$ cat src/rtl/scie_fir_pkg.sv
// scie_fir_pkg: shared constants for the multi-channel SCIE FIR unit.
//   - custom-instruction opcodes (io_insn[6:0])
//   - sequencer state encoding
//   - STATUS word bit positions
package scie_fir_pkg;

    localparam logic [6:0] OP_SETCOEF = 7'h0B;
    localparam logic [6:0] OP_PUSH    = 7'h2B;
    localparam logic [6:0] OP_READ    = 7'h5B;
    localparam logic [6:0] OP_STATUS  = 7'h7B;

    typedef enum logic [1:0] {
        IDLE = 2'd0,
        MAC  = 2'd1,
        DONE = 2'd2
    } fir_state_e;

    // STATUS word: {sat, ovf, busy, active_ch[7:0]} packed into the low bits.
    localparam int ST_CH_LSB   = 0;
    localparam int ST_CH_W     = 8;
    localparam int ST_BUSY_BIT = 8;
    localparam int ST_OVF_BIT  = 9;
    localparam int ST_SAT_BIT  = 10;

endpackage

$ cat src/rtl/scie_fir_mac.sv
// scie_fir_mac: signed multiply-accumulate with synchronous clear and enable.
// Ports:
//   clock, reset     clock, async active-low reset
//   clr              zero the accumulator (wins over en)
//   en               acc += sample * coef
//   sample, coef     signed operands
//   acc              registered accumulator
module scie_fir_mac #(
    parameter int DATA_W = 16,
    parameter int COEF_W = 16,
    parameter int ACC_W  = 35
) (
    input  logic                     clock,
    input  logic                     reset,
    input  logic                     clr,
    input  logic                     en,
    input  logic signed [DATA_W-1:0] sample,
    input  logic signed [COEF_W-1:0] coef,
    output logic signed [ACC_W-1:0]  acc
);

    localparam int PROD_W = DATA_W + COEF_W;

    logic signed [PROD_W-1:0] prod;
    logic signed [ACC_W-1:0]  acc_q, acc_d;

    assign prod = sample * coef;

    always_comb begin
        acc_d = acc_q;
        if (clr) begin
            acc_d = '0;
        end else if (en) begin
            acc_d = acc_q + {{(ACC_W-PROD_W){prod[PROD_W-1]}}, prod};
        end
    end

    always_ff @(posedge clock or negedge reset) begin
        if (!reset) begin
            acc_q <= '0;
        end else begin
            acc_q <= acc_d;
        end
    end

    assign acc = acc_q;

endmodule

$ cat src/rtl/scie_fir_mc.sv
// scie_fir_mc: multi-channel FIR custom-instruction slave. CHANNELS filters of
// TAPS programmable taps share one time-multiplexed MAC; a PUSH starts a
// TAPS-cycle dot product on its channel.
// Ports:
//   clock, reset            clock, async active-low reset
//   io_valid, io_insn       instruction strobe and word (opcode = insn[6:0])
//   io_rs1, io_rs2          value operand; index fields {ch[15:8], idx[7:0]}
//   io_rd, io_rd_valid      registered READ/STATUS result and its pulse
//   io_busy                 sequencer running
// Optional build macro: SCIE_FIR_SAT_EN saturates results to the sample range
// and reports clipping in the STATUS sat bit.
//
// state | meaning
// IDLE  | waiting for PUSH, busy low
// MAC   | one tap per cycle, taps 0..TAPS-1 (down-counter reaches 0 on last)
// DONE  | store accumulator into the channel result, then back to IDLE
module scie_fir_mc #(
    parameter int XLEN     = 32,
    parameter int TAPS     = 5,
    parameter int CHANNELS = 2,
    parameter int DATA_W   = 16,
    parameter int COEF_W   = 16
) (
    input  logic            clock,
    input  logic            reset,
    input  logic            io_valid,
    input  logic [XLEN-1:0] io_insn,
    input  logic [XLEN-1:0] io_rs1,
    input  logic [XLEN-1:0] io_rs2,
    output logic [XLEN-1:0] io_rd,
    output logic            io_rd_valid,
    output logic            io_busy
);
    import scie_fir_pkg::*;

    localparam int ACC_W = DATA_W + COEF_W + $clog2(TAPS);
    localparam int TW    = $clog2(TAPS);
    localparam int CH_IW = (CHANNELS > 1) ? $clog2(CHANNELS) : 1;
    localparam int EXT_W = (XLEN > ACC_W) ? XLEN : ACC_W;
    localparam logic [TW-1:0] LAST_TAP = TW'(TAPS - 1);

    fir_state_e              state_q, state_d;
    logic [TW-1:0]           cnt_q, cnt_d;
    logic [CH_IW-1:0]        act_ch_q, act_ch_d;
    logic signed [COEF_W-1:0] coef_q [CHANNELS][TAPS];
    logic signed [COEF_W-1:0] coef_d [CHANNELS][TAPS];
    logic signed [DATA_W-1:0] x_q [CHANNELS][TAPS];
    logic signed [DATA_W-1:0] x_d [CHANNELS][TAPS];
    logic [XLEN-1:0]         res_q [CHANNELS];
    logic [XLEN-1:0]         res_d [CHANNELS];
    logic                    ovf_q, ovf_d;
    logic [XLEN-1:0]         rd_q, rd_d;
    logic                    rd_valid_q, rd_valid_d;

    logic [6:0]              opcode;
    logic [31:0]             ch_full;
    logic [CH_IW-1:0]        ch;
    logic [TW-1:0]           idx;
    logic                    idx_ok;
    logic                    busy;
    logic                    is_setcoef, is_push, is_read, is_status;
    logic                    push_go, push_drop;
    logic [TW-1:0]           tap;
    logic signed [ACC_W-1:0] acc, acc_sel;
    logic signed [EXT_W-1:0] acc_ext;
    logic                    clip;

    assign opcode     = io_insn[6:0];
    assign ch_full    = 32'(io_rs2[15:8]) % CHANNELS;
    assign ch         = ch_full[CH_IW-1:0];
    assign idx        = io_rs2[TW-1:0];
    assign idx_ok     = 32'(io_rs2[7:0]) < TAPS;
    assign busy       = (state_q != IDLE);
    assign is_setcoef = io_valid && (opcode == OP_SETCOEF);
    assign is_push    = io_valid && (opcode == OP_PUSH);
    assign is_read    = io_valid && (opcode == OP_READ);
    assign is_status  = io_valid && (opcode == OP_STATUS);
    // Idle is judged at the decode cycle, so a PUSH during DONE is dropped.
    assign push_go    = is_push && !busy;
    assign push_drop  = is_push && busy;
    assign tap        = LAST_TAP - cnt_q;

    scie_fir_mac #(
        .DATA_W (DATA_W),
        .COEF_W (COEF_W),
        .ACC_W  (ACC_W)
    ) u_mac (
        .clock  (clock),
        .reset  (reset),
        .clr    (push_go),
        .en     (state_q == MAC),
        .sample (x_q[act_ch_q][tap]),
        .coef   (coef_q[act_ch_q][tap]),
        .acc    (acc)
    );

`ifdef SCIE_FIR_SAT_EN
    localparam logic signed [ACC_W-1:0] SAT_MAX =
        {{(ACC_W-DATA_W+1){1'b0}}, {(DATA_W-1){1'b1}}};
    localparam logic signed [ACC_W-1:0] SAT_MIN = ~SAT_MAX;

    logic sat_q, sat_d;

    always_comb begin
        acc_sel = acc;
        clip    = 1'b0;
        if (acc > SAT_MAX) begin
            acc_sel = SAT_MAX;
            clip    = 1'b1;
        end else if (acc < SAT_MIN) begin
            acc_sel = SAT_MIN;
            clip    = 1'b1;
        end
    end

    always_comb begin
        sat_d = sat_q;
        if (is_status) begin
            sat_d = 1'b0;
        end
        // A clip landing on the same cycle as a STATUS read must not be lost.
        if (state_q == DONE && clip) begin
            sat_d = 1'b1;
        end
    end

    always_ff @(posedge clock or negedge reset) begin
        if (!reset) begin
            sat_q <= 1'b0;
        end else begin
            sat_q <= sat_d;
        end
    end
`else
    assign acc_sel = acc;
    assign clip    = 1'b0;
`endif

    assign acc_ext = EXT_W'(acc_sel);

    // Sequencer next state.
    always_comb begin
        state_d = state_q;
        cnt_d   = cnt_q;
        case (state_q)
            IDLE: begin
                if (push_go) begin
                    state_d = MAC;
                    cnt_d   = LAST_TAP;
                end
            end
            MAC: begin
                if (cnt_q == '0) begin
                    state_d = DONE;
                end else begin
                    cnt_d = cnt_q - 1'b1;
                end
            end
            DONE: begin
                state_d = IDLE;
            end
            default: begin
                state_d = IDLE;
            end
        endcase
    end

    // Storage, decode and result path.
    always_comb begin
        coef_d     = coef_q;
        x_d        = x_q;
        res_d      = res_q;
        act_ch_d   = act_ch_q;
        ovf_d      = ovf_q;
        rd_d       = rd_q;
        rd_valid_d = 1'b0;

        // Coefficients of the channel being accumulated are frozen.
        if (is_setcoef && idx_ok && !(busy && ch == act_ch_q)) begin
            coef_d[ch][idx] = io_rs1[COEF_W-1:0];
        end

        if (push_go) begin
            for (int k = TAPS - 1; k > 0; k--) begin
                x_d[ch][k] = x_q[ch][k-1];
            end
            x_d[ch][0] = io_rs1[DATA_W-1:0];
            act_ch_d   = ch;
        end

        // READ samples res_q, so it sees the old value during DONE's write.
        if (is_read) begin
            rd_d       = res_q[ch];
            rd_valid_d = 1'b1;
        end

        if (is_status) begin
            rd_d                         = '0;
            rd_d[ST_CH_LSB +: ST_CH_W]   = ST_CH_W'(act_ch_q);
            rd_d[ST_BUSY_BIT]            = busy;
            rd_d[ST_OVF_BIT]             = ovf_q;
`ifdef SCIE_FIR_SAT_EN
            rd_d[ST_SAT_BIT]             = sat_q;
`endif
            rd_valid_d                   = 1'b1;
            ovf_d                        = 1'b0;
        end

        if (push_drop) begin
            ovf_d = 1'b1;
        end

        if (state_q == DONE) begin
            res_d[act_ch_q] = acc_ext[XLEN-1:0];
        end
    end

    always_ff @(posedge clock or negedge reset) begin
        if (!reset) begin
            state_q    <= IDLE;
            cnt_q      <= '0;
            act_ch_q   <= '0;
            ovf_q      <= 1'b0;
            rd_q       <= '0;
            rd_valid_q <= 1'b0;
            for (int c = 0; c < CHANNELS; c++) begin
                res_q[c] <= '0;
                for (int k = 0; k < TAPS; k++) begin
                    coef_q[c][k] <= '0;
                    x_q[c][k]    <= '0;
                end
            end
        end else begin
            state_q    <= state_d;
            cnt_q      <= cnt_d;
            act_ch_q   <= act_ch_d;
            ovf_q      <= ovf_d;
            rd_q       <= rd_d;
            rd_valid_q <= rd_valid_d;
            res_q      <= res_d;
            coef_q     <= coef_d;
            x_q        <= x_d;
        end
    end

    assign io_rd       = rd_q;
    assign io_rd_valid = rd_valid_q;
    assign io_busy     = busy;

    // Operand bits beyond the decoded fields and the clipped-off accumulator bits.
    logic unused_bits;
    assign unused_bits = ^{io_insn, io_rs1, io_rs2, acc_ext, ch_full, clip};

endmodule
$ cat config.mk
export PLATFORM = sky130hd
export DESIGN_NAME = scie_fir_mc
export DESIGN_NICKNAME = d
export VERILOG_FILES = /design/src/rtl/scie_fir_pkg.sv /design/src/rtl/scie_fir_mac.sv /design/src/rtl/scie_fir_mc.sv
export SDC_FILE = /design/constraint.sdc
export NUM_CORES = 1
export LEC_CHECK = 0
export CORE_MARGIN = 3
export CORE_UTILIZATION = 56
export CTS_CLUSTER_DIAMETER = 60
export CTS_CLUSTER_SIZE = 10
export DETAILED_ROUTE_END_ITERATION = 7
export GPL_ROUTABILITY_DRIVEN = 0
export GPL_TIMING_DRIVEN = 0
export PLACE_DENSITY = 0.79
export SLEW_MARGIN = 5
export SYNTH_ARGS = -nofsm -noshare
export SYNTH_HDL_FRONTEND = slang
export SYNTH_SLANG_ARGS = --single-unit
$ cat constraint.sdc
create_clock -name clock -period 19.3 [get_ports clock]
set_input_delay 5.79 -clock clock [delete_from_list [all_inputs] [get_ports clock]]
set_output_delay 5.79 -clock clock [all_outputs]
set_load 0.05 [all_outputs]
# == Yosys cells after proc, flatten, opt, wreduce, memory -nomap -nowiden ==
# Cells that the tools add are included.
# totals
inputBits,99
regBits,459
out_inout_bits,34
# classes
mul,1
eq_ne,10
magnitude_cmp,8
n_mux,55
reduce_logical,23
n_bitwise,4
add_sub_neg,3
# ops
op,count
bitwise mux 160 bit,6
2-to-1 mux 80 bit,11
demux 80 bit (select 1 bit),6
2-to-1 mux 32 bit,7
binary-select mux 16 bit (select 3 bit),2
2-to-1 mux 16 bit,6
2-to-1 mux 35 bit,2
bitwise mux 64 bit,1
2-to-1 mux 64 bit,1
demux 16 bit (select 3 bit),1
2-to-1 mux 48 bit,1
adder 35 bit,1
demux 32 bit (select 1 bit),1
multiplier 16 x 16 -> 32 bit,1
== test 7 bit (second input constant),2
logical AND 1 bit,12
nonzero test 2 bit,5
>= comparator 4 bit (second input constant),2
less-than comparator 8 x 3 -> 1 bit (second input constant),1
inverter 3 -> 4 bit,2
== test 7 x 4 -> 1 bit (second input constant),1
== test 7 x 6 -> 1 bit (second input constant),1
2-to-1 mux 3 bit,2
inequality test 2 bit (second input constant),3
other kinds (18),26

# == Logic depth before layout (Yosys ltp) ==
# Gate-level depths: netlist (run 1).
# depth
depth_word,11
ltp_mapped,44

# == By module ==
# Synthesis (run 1) repeated with hierarchy kept, for this count alone.
# unflattened
cells_unflattened,2675
area_unflattened_um2,31679.1
# modules_own_cells
module,instances,cells_per_inst,seq_area_each_um2,area_per_inst_um2
scie_fir_mc,1,1236,10610.2,18779.3
scie_fir_mac,1,1439,875.8,12899.9

# == Least setup slack after synthesis (run 1) ==
# OpenSTA, ideal clock, no wires.
# synth_path
kind,register to register
startpoint,reg cnt_q[0]
endpoint,reg u_mac.acc_q[29] (netlist: u_mac.acc[29])
setup_slack_ps,10038
t_arrival_ps,9131
setup_ps,130
path_buffers,4
stages_incl_launch_ff,41
period_less_slack_ps,9262
cell_sequence,dfrtp_1 buf_2 buf_1 inv_1 ha_1 ha_1 clkbuf_1 clkbuf_1 a22oi_1 o22ai_1 nand2_1 fa_1 inv_1 fa_1 inv_1 fa_1 inv_1 fa_1 [5 not listed] a21oi_1 o21ai_0 a31oi_1 nand2_1 a21o_1 nand2_1 a21boi_0 o21ai_0 a21oi_1 ha_1 and3_1 a221oi_2 a31oi_1 o31a_1 a31o_1 a21oi_2 xor2_1 o21ai_1
# synth_between
elab_chain_len,9
elab_cells_between_ends,12
cone_classes,add/sub (2); mul (1); mux (8); bitwise (1)
# synth_rtl
element,line_no,source
"start, declared",scie_fir_mc.sv:43,"logic [TW-1:0] cnt_q, cnt_d;"
"start signal, assigned",scie_fir_mc.sv:235,cnt_q <= cnt_d;
subtractor 3 bit (*),scie_fir_mc.sv:81,assign tap = LAST_TAP - cnt_q;
inverter 3 -> 4 bit (implied by the code) (*),"scie_fir_mc.sv:92, scie_fir_mc.sv:93",
binary-select mux 16 bit (select 3 bit) (on tied branches),"scie_fir_mc.sv:92, scie_fir_mc.sv:93",
2-to-1 mux 16 bit (on tied branches) (2 in series),"scie_fir_mc.sv:92, scie_fir_mc.sv:93",
multiplier 16 x 16 -> 32 bit (*),scie_fir_mac.sv:27,assign prod = sample * coef;
adder 35 bit (*),scie_fir_mac.sv:34,"acc_d = acc_q + {{(ACC_W-PROD_W){prod[PROD_W-1]}}, prod};"
2-to-1 mux 35 bit (*),scie_fir_mac.sv:33,end else if (en) begin
2-to-1 mux 35 bit (*),scie_fir_mac.sv:31,if (clr) begin
"end signal, assigned",scie_fir_mac.sv:40,acc_q <= '0;
"end signal, assigned",scie_fir_mac.sv:42,acc_q <= acc_d;
"end, declared",scie_fir_mac.sv:25,"logic signed [ACC_W-1:0] acc_q, acc_d;"
# Every way passes the cells marked *; elsewhere a longest branch is shown, timed or not. The select of a mux whose other input is x is not followed.
# A chain may end at the register's enable or synchronous reset.

# == Worst setup path in the final report (run 1) ==
# layout_path
startpoint,reg cnt_q[0]
endpoint,reg u_mac.acc_q[31] (netlist: u_mac.acc[31])
# Same word-level chain as after synthesis.

==> results of run 1 <==
-- metrics by stage --
stage	util [%]	power [mW]	instances
floorplan	-	1.136	2698
global placement	59.68	1.215	3510
detailed placement	59.83	1.224	3513
CTS	62.48	2.102	3575
global route	62.48	2.157	3575
finish	62.48	2.091	3575
-- power breakdown --
part | total (mW) | internal [mW] | switching [mW]
clock network | 0.880 | 0.498 | 0.383
registers | 1.00 | 0.980 | 0.0226
logic | 0.208 | 0.0676 | 0.140
-- metal layers --
| layer | routed length, um | up-vias | global-route usage, % |
|---|---|---|---|
| met5 | 0 | - | 0 |
| met4 | 4154 | 0 | 12.93 |
| met3 | 5566 | 260 | 5.071 |
| met2 | 38960 | 889 | 46.71 |
| met1 | 30350 | 11061 | 33.19 |
| li1 | - | 9286 | - |
-- how the worst min path moves through the flow --
stage                          from         to  cells past startpoint
final                     io_rd[17]  io_rd[17]                      2
after global routing      io_rd[29]  io_rd[29]                      2
after CTS                 io_rd[17]  io_rd[17]                      2
after detailed placement  io_rd[14]  io_rd[14]                      2
after global placement     io_rd[4]   io_rd[4]                      2
after floorplan            res_q[1]   res_q[1]                      2
-- synthesized netlist by cell type, types with 12 or more instances --
| library cell | n | share of area, % |
|---|---|---|
| nor2_1 | 200 | 2.4 |
| mux2_1 | 15 | 0.54 |
| a21o_1 | 26 | 0.62 |
| xor2_1 | 25 | 0.70 |
| a22oi_1 | 27 | 0.64 |
| ha_1 | 115 | 4.6 |
| nand3_1 | 26 | 0.41 |
| o21ai_1 | 12 | 0.19 |
| clkbuf_1 | 44 | 0.53 |
| buf_1 | 24 | 0.29 |
| nand2b_1 | 18 | 0.36 |
| xnor2_1 | 35 | 0.98 |
| fa_1 | 263 | 17 |
| mux2_2 | 409 | 15 |
| nand2_1 | 181 | 2.2 |
| a21oi_1 | 57 | 0.91 |
| mux2i_1 | 42 | 1.3 |
| buf_4 | 20 | 0.48 |
| buf_2 | 53 | 0.84 |
| dfrtp_1 | 456 | 36 |
| o31ai_1 | 31 | 0.74 |
| a31oi_1 | 19 | 0.38 |
| o21ai_0 | 55 | 0.88 |
| mux4_2 | 55 | 3.9 |
| inv_1 | 334 | 4.0 |
-- cell type report --
cell class	instances	share of cell area, %
Clock inverter	6	0.3042
Tap cell	748	2.708
Sequential cell	456	33.02
Multi-Input combinational cell	1763	52.24
Inverter	334	3.628
Buffer	145	2.060
Timing Repair Buffer	67	2.107
Clock buffer	56	3.929
-- sequential cells by signal, summed over array words and instances, names as in the netlist --
register	count
res_q	64
io_rd_valid	1
io_rd	32
ovf_q	1
act_ch_q	1
coef_q	160
u_mac.acc	32
x_q	160
cnt_q	3
state_q	2
-- critical path, delay by kind of cell, from the launching register on --
kind                       cells  cell delay, ps
AOI/OAI and AO/OA             13            2900
xor gates and xnor gates       2             330
adders and majority gates     10            4390
buffers and inverters         10            2800
DFF                            1             470
and+or+nand+nor                6            1280
-- cell families after synthesis --
family,share of synthesized area [%]
mux,20.47
simple gates,6.855
buf+inv,6.254
flops,36.31
fa+ha+maj,21.33
compound gates,7.110
xor+xnor,1.672
-- placed cells by master, fill, tap and decap left out, drive strengths merged, types with 25 or more instances in the layout --
| cell | Yosys | routed |
|---|---|---|
| a21o | 27 | 27 |
| a31oi | 25 | 25 |
| buf | 98 | 102 |
| nor2 | 209 | 209 |
| nand3 | 26 | 26 |
| a21oi | 59 | 59 |
| nand2 | 182 | 182 |
| mux2 | 424 | 424 |
| dfrtp | 456 | 456 |
| xor2 | 25 | 25 |
| xnor2 | 35 | 35 |
| clkbuf | 46 | 102 |
| clkdlybuf4s50 | 1 | 64 |
| o21ai | 70 | 70 |
| a22oi | 27 | 27 |
| ha | 115 | 115 |
| mux4 | 55 | 55 |
| fa | 263 | 263 |
| inv | 334 | 336 |
| o31ai | 32 | 32 |
| mux2i | 42 | 42 |
==> impl_results.md, run 1 <==
* Outcome: complete, no violations
* Worst-skew pair later-pin latency at approximately 630 ps
* DRT Pass-1 Iters at 5
* Leakage at 16.86 nW
* Htree depth at 2
* Gr ovfl total at 0
* Worst Setup SP: cnt_q[0]
* Root Buffer Master: clkbuf_16
* Port bufs at 64
* Clk pin slew, worst setup/hold paths at 60 ps
* Setup crit end kind: flip-flop
* Worst vdd ir at slightly below 80 uV
* Number of diodes at 0
* Reg2Reg Setup Slack at between 6000 and 7000 ps
* Drt drc at 0
* Crit Path Category: flip-flop to flip-flop
* Area grow syn2layout at 9.949%
* Worst rel slew slack at 19.41%
* Share of layout cells above drive strength 1 at 23.28%
* WP data required at between 15,000 and 20,000 ps
* Fin. Hold Viols at 0
* Fin crit period at 12,370 ps
* Pwr dens at roughly 60 nW/um^2
* # setup viols final at 0
* Final Worst Setup Slack at 6930 ps
* Vias in the first global route at roughly 23,000
* Storage cell area at ~11,000 um^2
* CTS Hold Bufs at 0
* Worst-Margin Slew at 1203 ps
* Post-CTS Resized at 0
* Die height at roughly 240 um
* Post-DRT Antenna Nets at 0
* Clock Sinks at 456
* Num rows at between 80 and 90
* Arrival time worst endpoint at about 13,000 ps
* Max Transition Viols Final at 0
* Overall routing resource usage at a little over a quarter
* Place WS at between 7000 and 8000 ps
* Worst setup path end: u_mac.acc[31]
* Slowest stage cell, crit path: o22ai_1
* Share of flip-flops with an asynchronous set or reset at 100.0%
* Total detailed-routing wirelength at 79,030 um
* Top_reg_cell synth: dfrtp_1
* DRT iter0 DRCs at 1,639
* CTS Buf Count at 53
* Fillers at 4,199
* EDFF count, synth at 0
* DP Wirelength at 59,320 um
* RSZ-0062 raised after global routing: false
* Max-cap viol count at 0
* Cell count after synthesis at about 2,700
* Via count at about 21,000
* Multi-input logic area at between 15,000 and 20,000 um^2
* Crit path launch type: flip-flop
* R2R depth at 41
* Nets at between 3,000 and 4,000
* Initial Utilization at 56.83%
* Critical Path Max Stage Delay at 810 ps
* Register area share after synthesis at 36.31%
* Clock skew at about 36 ps
* Wirelength per Cell at about 22 um
* Fin Hold WS at ~470 ps
* Die width at about 240 um
* Final worst path period share at roughly 64%
* Worst r2r src: cnt_q[0]
* Die ar. at 59,000 um^2
* FF-to-FF End: u_mac.acc[31]
* Mapped Area at 31,430 um^2
* Core Region at approximately 55,000 um^2
* Num ports at 133
* Syn_nets at roughly 3,200
* Dpl cell area at roughly 33,000 um^2
* Max clock buf depth at 3
* Largest net degree at the start of global routing at between 100 and 150
* # Post-CTS Setup Buffers at 0
* First-pass GRT wire length at roughly 130,000 um
* Yosys Warn Count at 0
* Syn avg cell area at between 10 and 15 um^2
* Final Cell Area at about 35,000 um^2
* Initial antenna violation count at 0
* Setup TNS at 0 ps
* CTS tree: done
* Register bit total from synthesis at approximately 460
* Average via count per standard cell at 6.013
* Hold Crit Class: flip-flop to flip-flop
* Fmax achieved at approximately 80 MHz
* CP max FO at 10
* Distinct cells, synth at 87
Power figures use the tool's default switching activity.
==> inputs of run 2 (changes only) <==
==> constraint.sdc (replaced) <==
create_clock -name clock -period 12.66 [get_ports clock]
set_input_delay 3.798 -clock clock [delete_from_list [all_inputs] [get_ports clock]]
set_output_delay 3.798 -clock clock [all_outputs]
set_load 0.05 [all_outputs]
==> run 2 against run 1 <==
Against the previous run:
- clock skew is 1.6 ps higher
- critical path depth shrank 5
- worst setup slack worse by 6000 ps
- sequential power grew 53%
- cell count hardly changed
- global-route usage unchanged
- register-to-register slack got worse by 6000 ps
- utilization hardly changed
==> impl_results.md, run 2 (synthesis gave the netlist of run 1 again) <==
* Outcome: complete, no violations
* # setup viols final at 0
* CTS tree: done
* Crit path launch type: flip-flop
* Hold Crit Class: flip-flop to flip-flop
* Num rows at 86
* Max-cap viol count at 0
* Most frequent cells in the layout: dfrtp_1, mux2_2, inv_1
* Worst-skew pair later-pin latency at between 600 and 700 ps
* Wirelength per Cell at 22.12 um
* Clk pin slew, worst setup/hold paths at approximately 60 ps
* Arrival time worst endpoint at 12,190 ps
* Vias in the first global route at approximately 23,000
* Largest registers: coef_q (160), x_q (160), res_q (64)
* Largest net degree at the start of global routing at around 130
* Initial Utilization at ~57%
* Htree depth at 2
* Max Transition Viols Final at 0
* Pwr dens at ~92 nW/um^2
* R2R depth at 36
* Worst vdd ir at approximately 120 uV
* Slowest stage cell, crit path: clkdlybuf4s15_1
* Post-DRT Antenna Nets at 0
* WP data required at 13,120 ps
* Critical Path Max Stage Delay at approximately 770 ps
* Crit Path Category: flip-flop to flip-flop
* Dpl cell area at 33,090 um^2
* DRT Pass-1 Iters at 5
* Drt drc at 0
* Worst hold stages at 2
* # Post-CTS Setup Buffers at 0
* Die width at about 240 um
* CP max FO at 19
* Gr ovfl total at 0
* Leakage at around 17 nW
* Place WS at between 700 and 800 ps
* First-pass GRT wire length at between 100,000 and 150,000 um
* RSZ-0062 raised after global routing: false
* Setup TNS at 0 ps
* Setup crit end kind: flip-flop
* Fin. Hold Viols at 0
* Total detailed-routing wirelength at 79,060 um
* Nets at 3,296
* Clock skew at 37.76 ps
* DP Wirelength at slightly below 60,000 um
* CP dominant cell by count: fa_1
* Fillers at 4,204
* Num ports at 133
* Number of diodes at 0
* Area grow syn2layout at 10.01%
* Non-Filler Instances at 3,574
* Final Cell Area at approximately 35,000 um^2
* Max clock buf depth at 3
* Share of layout cells above drive strength 1 at 23.39%
* Fin crit period at between 10,000 and 15,000 ps
* Final Core Density at 62.51%
* Worst rel slew slack at 20.11%
* Fmax achieved at between 80 and 90 MHz
* Final Worst Setup Slack at 933.2 ps
* Most common cell after layout, fill and taps aside: dfrtp_1
* Overall routing resource usage at between 20% and 30%
* Clock Sinks at around 460
* CTS Hold Bufs at 0
* Root Buffer Master: clkbuf_16
* Core Region at around 55,000 um^2
* Worst-Margin Slew at between 1000 and 1500 ps
* DRT iter0 DRCs at roughly 1,500
* CTS Buf Count at 53
* Average via count per standard cell at around 6.0
* Post-placement cell count at 3,513
* Port bufs at 64
* Final worst path period share at 92.63%
* Reg2Reg Setup Slack at between 900 and 1000 ps
* Die height at ~240 um
* Die ar. at between 50,000 and 60,000 um^2
* Initial antenna violation count at 0
* Via count at about 21,000
## run 2: cell count changes in the layout (fill, tap and decap cells not counted)
cell,previous run,this run
o22ai_1,9,7
buf_1,24,23
a21oi_2,1,2
clkbuf_1,45,44
o22ai_2,0,2
clkdlybuf4s15_1,0,1
a21oi_1,57,56
## run 2: power breakdown
part,switching (mW),internal (mW)
registers,0.0347,1.49
clock network,0.584,0.758
logic,0.214,0.103
total,0.833,2.36
## run 2: final cells by class
cell class / instances / area [um^2] / area share [%]
timing repair buffer: 67 / 728.2 / 2.106
sequential: 456 / 11410 / 33.00
tap: 748 / 935.9 / 2.707
multi-input combinational: 1763 / 18070 / 52.26
buffer: 144 / 714.4 / 2.066
inverter: 334 / 1254 / 3.626
clock inverter: 6 / 105.1 / 0.3040
clock buffer: 56 / 1358 / 3.926
## run 2: what timing repair did
action	CTS	global route
setup endpoints to repair	0	3
gates resized for setup	0	5
endpoints found under the hold margin	0	0
## run 2: final timing paths
path	from	to
max reg2reg	cnt_q[0]	u_mac.acc[31]
min	io_rd[17]	io_rd[17]
min in group asynchronous	reset	io_rd[5]
min reg2reg	io_rd[17]	io_rd[17]
max in group asynchronous	reset	coef_q[26]
max	cnt_q[0]	u_mac.acc[31]
## run 2: worst max-delay path, delay by kind of cell (launching register included)
kind	cells	cell delay, ps
XOR/XNOR	3	450
buffers and inverters	8	2550
AO/OA/AOI/OAI	7	2020
flip-flops	1	470
adder cells (fa/ha/maj)	10	4400
AND/OR/NAND/NOR	8	1680
## run 2: stage by stage
step	total power, mW	hold slack, ps
after floorplan	1.731	449.6
after global placement	1.852	461.3
after detailed placement	1.866	465.9
after CTS	3.205	478.0
after global routing	3.289	495.2
final	3.188	471.9
## run 2: layer usage
metal	vias up	share of wire (%)	GRT usage [%]
met2	867	49	46.71
li1	9293	-	-
met5	-	0	0
met4	0	5.1	12.93
met1	11084	39	33.19
met3	248	6.7	5.071
==> inputs of run 3 (changes only) <==
--- a/config.mk
+++ b/config.mk
@@ -12,7 +12,7 @@
 export DETAILED_ROUTE_END_ITERATION = 7
 export GPL_ROUTABILITY_DRIVEN = 0
 export GPL_TIMING_DRIVEN = 0
-export PLACE_DENSITY = 0.79
+export PLACE_DENSITY = 0.82
 export SLEW_MARGIN = 5
 export SYNTH_ARGS = -nofsm -noshare
 export SYNTH_HDL_FRONTEND = slang
==> run 3 against run 2 <==
Against the previous run:
- final area hardly changed
- count of clock-buffer cells in the layout stayed put
- register-to-register slack better by 20 ps
- critical path depth is 4 higher
- combinational power hardly changed
- worst setup slack better by 23 ps
- flip-flop and latch count stayed put
- routed wire length is 0.49% higher
- die area stayed put
- non-clock buffer count stayed put
- critical endpoint unchanged
- highest routed layer unchanged
==> impl_results.md, run 3 (synthesis gave the netlist of run 1 again) <==
* R2R depth at 40
* Worst rel slew slack at between 20 and 25%
* RSZ-0062 raised after global routing: false
* Clock skew at about 39 ps
* First-pass GRT wire length at around 130,000 um
* Port bufs at 64
* Worst-skew pair later-pin latency at approximately 630 ps
* Fin crit period at around 12,000 ps
* Place WS at 549.0 ps
* Setup TNS at 0 ps
* DRT iter0 DRCs at 1,671
* Share of layout cells above drive strength 1 at 23.38%
* Worst-Margin Slew at roughly 1200 ps
* Total detailed-routing wirelength at about 79,000 um
* Fin. Hold Viols at 0
* DRT Pass-1 Iters at 5
* Die ar. at just under 60,000 um^2
* Num rows at 86
* Die height at ~240 um
* Average via count per standard cell at roughly 6.0
* Htree depth at 2
* # Post-CTS Setup Buffers at 0
* Fmax achieved at about 85 MHz
* CP max FO at 19
* Max-cap viol count at 0
* Die width at 242.9 um
* Vias in the first global route at around 24,000
* Root Buffer Master: clkbuf_16
* Via count at approximately 21,000
* Drt drc at 0
* Final Worst Setup Slack at around 960 ps
* Largest registers: coef_q (160), x_q (160), res_q (64)
* Core Region at 55,310 um^2
* Max clock buf depth at 3
* Post-DRT Antenna Nets at 0
* Fillers at 4,123
* Worst vdd ir at between 90 and 100 uV
* Most frequent cells in the layout: dfrtp_1, mux2_2, inv_1
* Largest net degree at the start of global routing at around 130
* Initial antenna violation count at 0
* Max Transition Viols Final at 0
* CTS Hold Bufs at 0
* Most common cell after layout, fill and taps aside: dfrtp_1
* Critical Path Max Stage Delay at 770 ps
* Final Core Density at roughly 62%
* Nets at approximately 3,300
* Number of diodes at 0
* Leakage at roughly 17 nW
* Initial Utilization at 56.83%
* CTS tree: done
* # setup viols final at 0
* Outcome: complete, no violations
* Gr ovfl total at 0
* WP data required at ~13,000 ps
* Setup crit end kind: flip-flop
* Total power at 3.184 mW
* Fin Hold WS at 476.7 ps
* Arrival time worst endpoint at 12,180 ps
* DP Wirelength at 59,690 um
* Slowest stage cell, crit path: clkbuf_1
* Wirelength per Cell at about 22 um
* Overall routing resource usage at around 27%
* Clock Sinks at 456
* Pwr dens at a little over 90 nW/um^2
* Num ports at between 100 and 150
* Clk pin slew, worst setup/hold paths at roughly 60 ps
* Hold Crit Class: flip-flop to flip-flop
* Crit Path Category: flip-flop to flip-flop
* Area grow syn2layout at 9.937%
* Worst hold stages at 2
* CTS Buf Count at 53
* Crit path launch type: flip-flop
* Final worst path period share at between 90 and 100%
## run 3: cell count changes in the layout (fill, tap and decap cells not counted), sizes merged
cell,before,now
clkbuf,101,102
clkdlybuf4s15,1,0
clkinv,3,4
clkinvlp,1,0
inv,336,337
## run 3: repair_timing
item	in CTS	in global routing
hold endpoints to repair	0	0
gates resized for setup	0	4
endpoints found under the setup margin	0	3
## run 3: routing by layer
layer	part of all wire (%)	GRT usage, %	wire, um
met1	38	33.22	30090
met2	49	46.39	39090
met3	7.1	5.038	5676
met4	5.8	15.01	4595
met5	0	0	0
## run 3: final timing paths
kind	start	slack, ps	end
max in group asynchronous	reset	7400	coef_q[72]
min reg2reg	io_rd[24]	480	io_rd[24]
max	cnt_q[0]	960	u_mac.acc[31]
min in group asynchronous	reset	3210	io_rd[5]
max reg2reg	cnt_q[0]	960	u_mac.acc[31]
min	io_rd[24]	480	io_rd[24]
## run 3: power breakdown
part	internal (mW)	switching (mW)	total, mW
Sequential	1.49	0.0345	1.53
Combinational	0.103	0.215	0.318
Clock	0.749	0.590	1.34
## run 3: per-stage QoR
step | area [um^2] | std cells
global route | 34550 | 3575
CTS | 34540 | 3576
floorplan | 31430 | 2698
finish | 34550 | 3575
detailed placement | 33090 | 3513
global placement | 33010 | 3510
## run 3: layout make-up
| class | count | area (um^2) | area share, % |
|---|---|---|---|
| inverter | 334 | 1254 | 3.628 |
| clock buffer | 56 | 1338 | 3.871 |
| sequential | 456 | 11410 | 33.03 |
| clock inverter | 7 | 107.6 | 0.3114 |
| multi-input combinational | 1763 | 18070 | 52.30 |
| tap | 748 | 935.9 | 2.709 |
| timing repair buffer | 67 | 728.2 | 2.108 |
| buffer | 144 | 708.2 | 2.050 |
## run 3: worst max-delay path, delay by kind of cell, from the launching register on
kind / cells / cell delay (ps)
AOI/OAI and AO/OA: 13 / 2860
xor gates and xnor gates: 2 / 340
adders and majority gates: 10 / 4360
buffers and inverters: 9 / 2240
DFF: 1 / 480
and+or+nand+nor: 6 / 1270
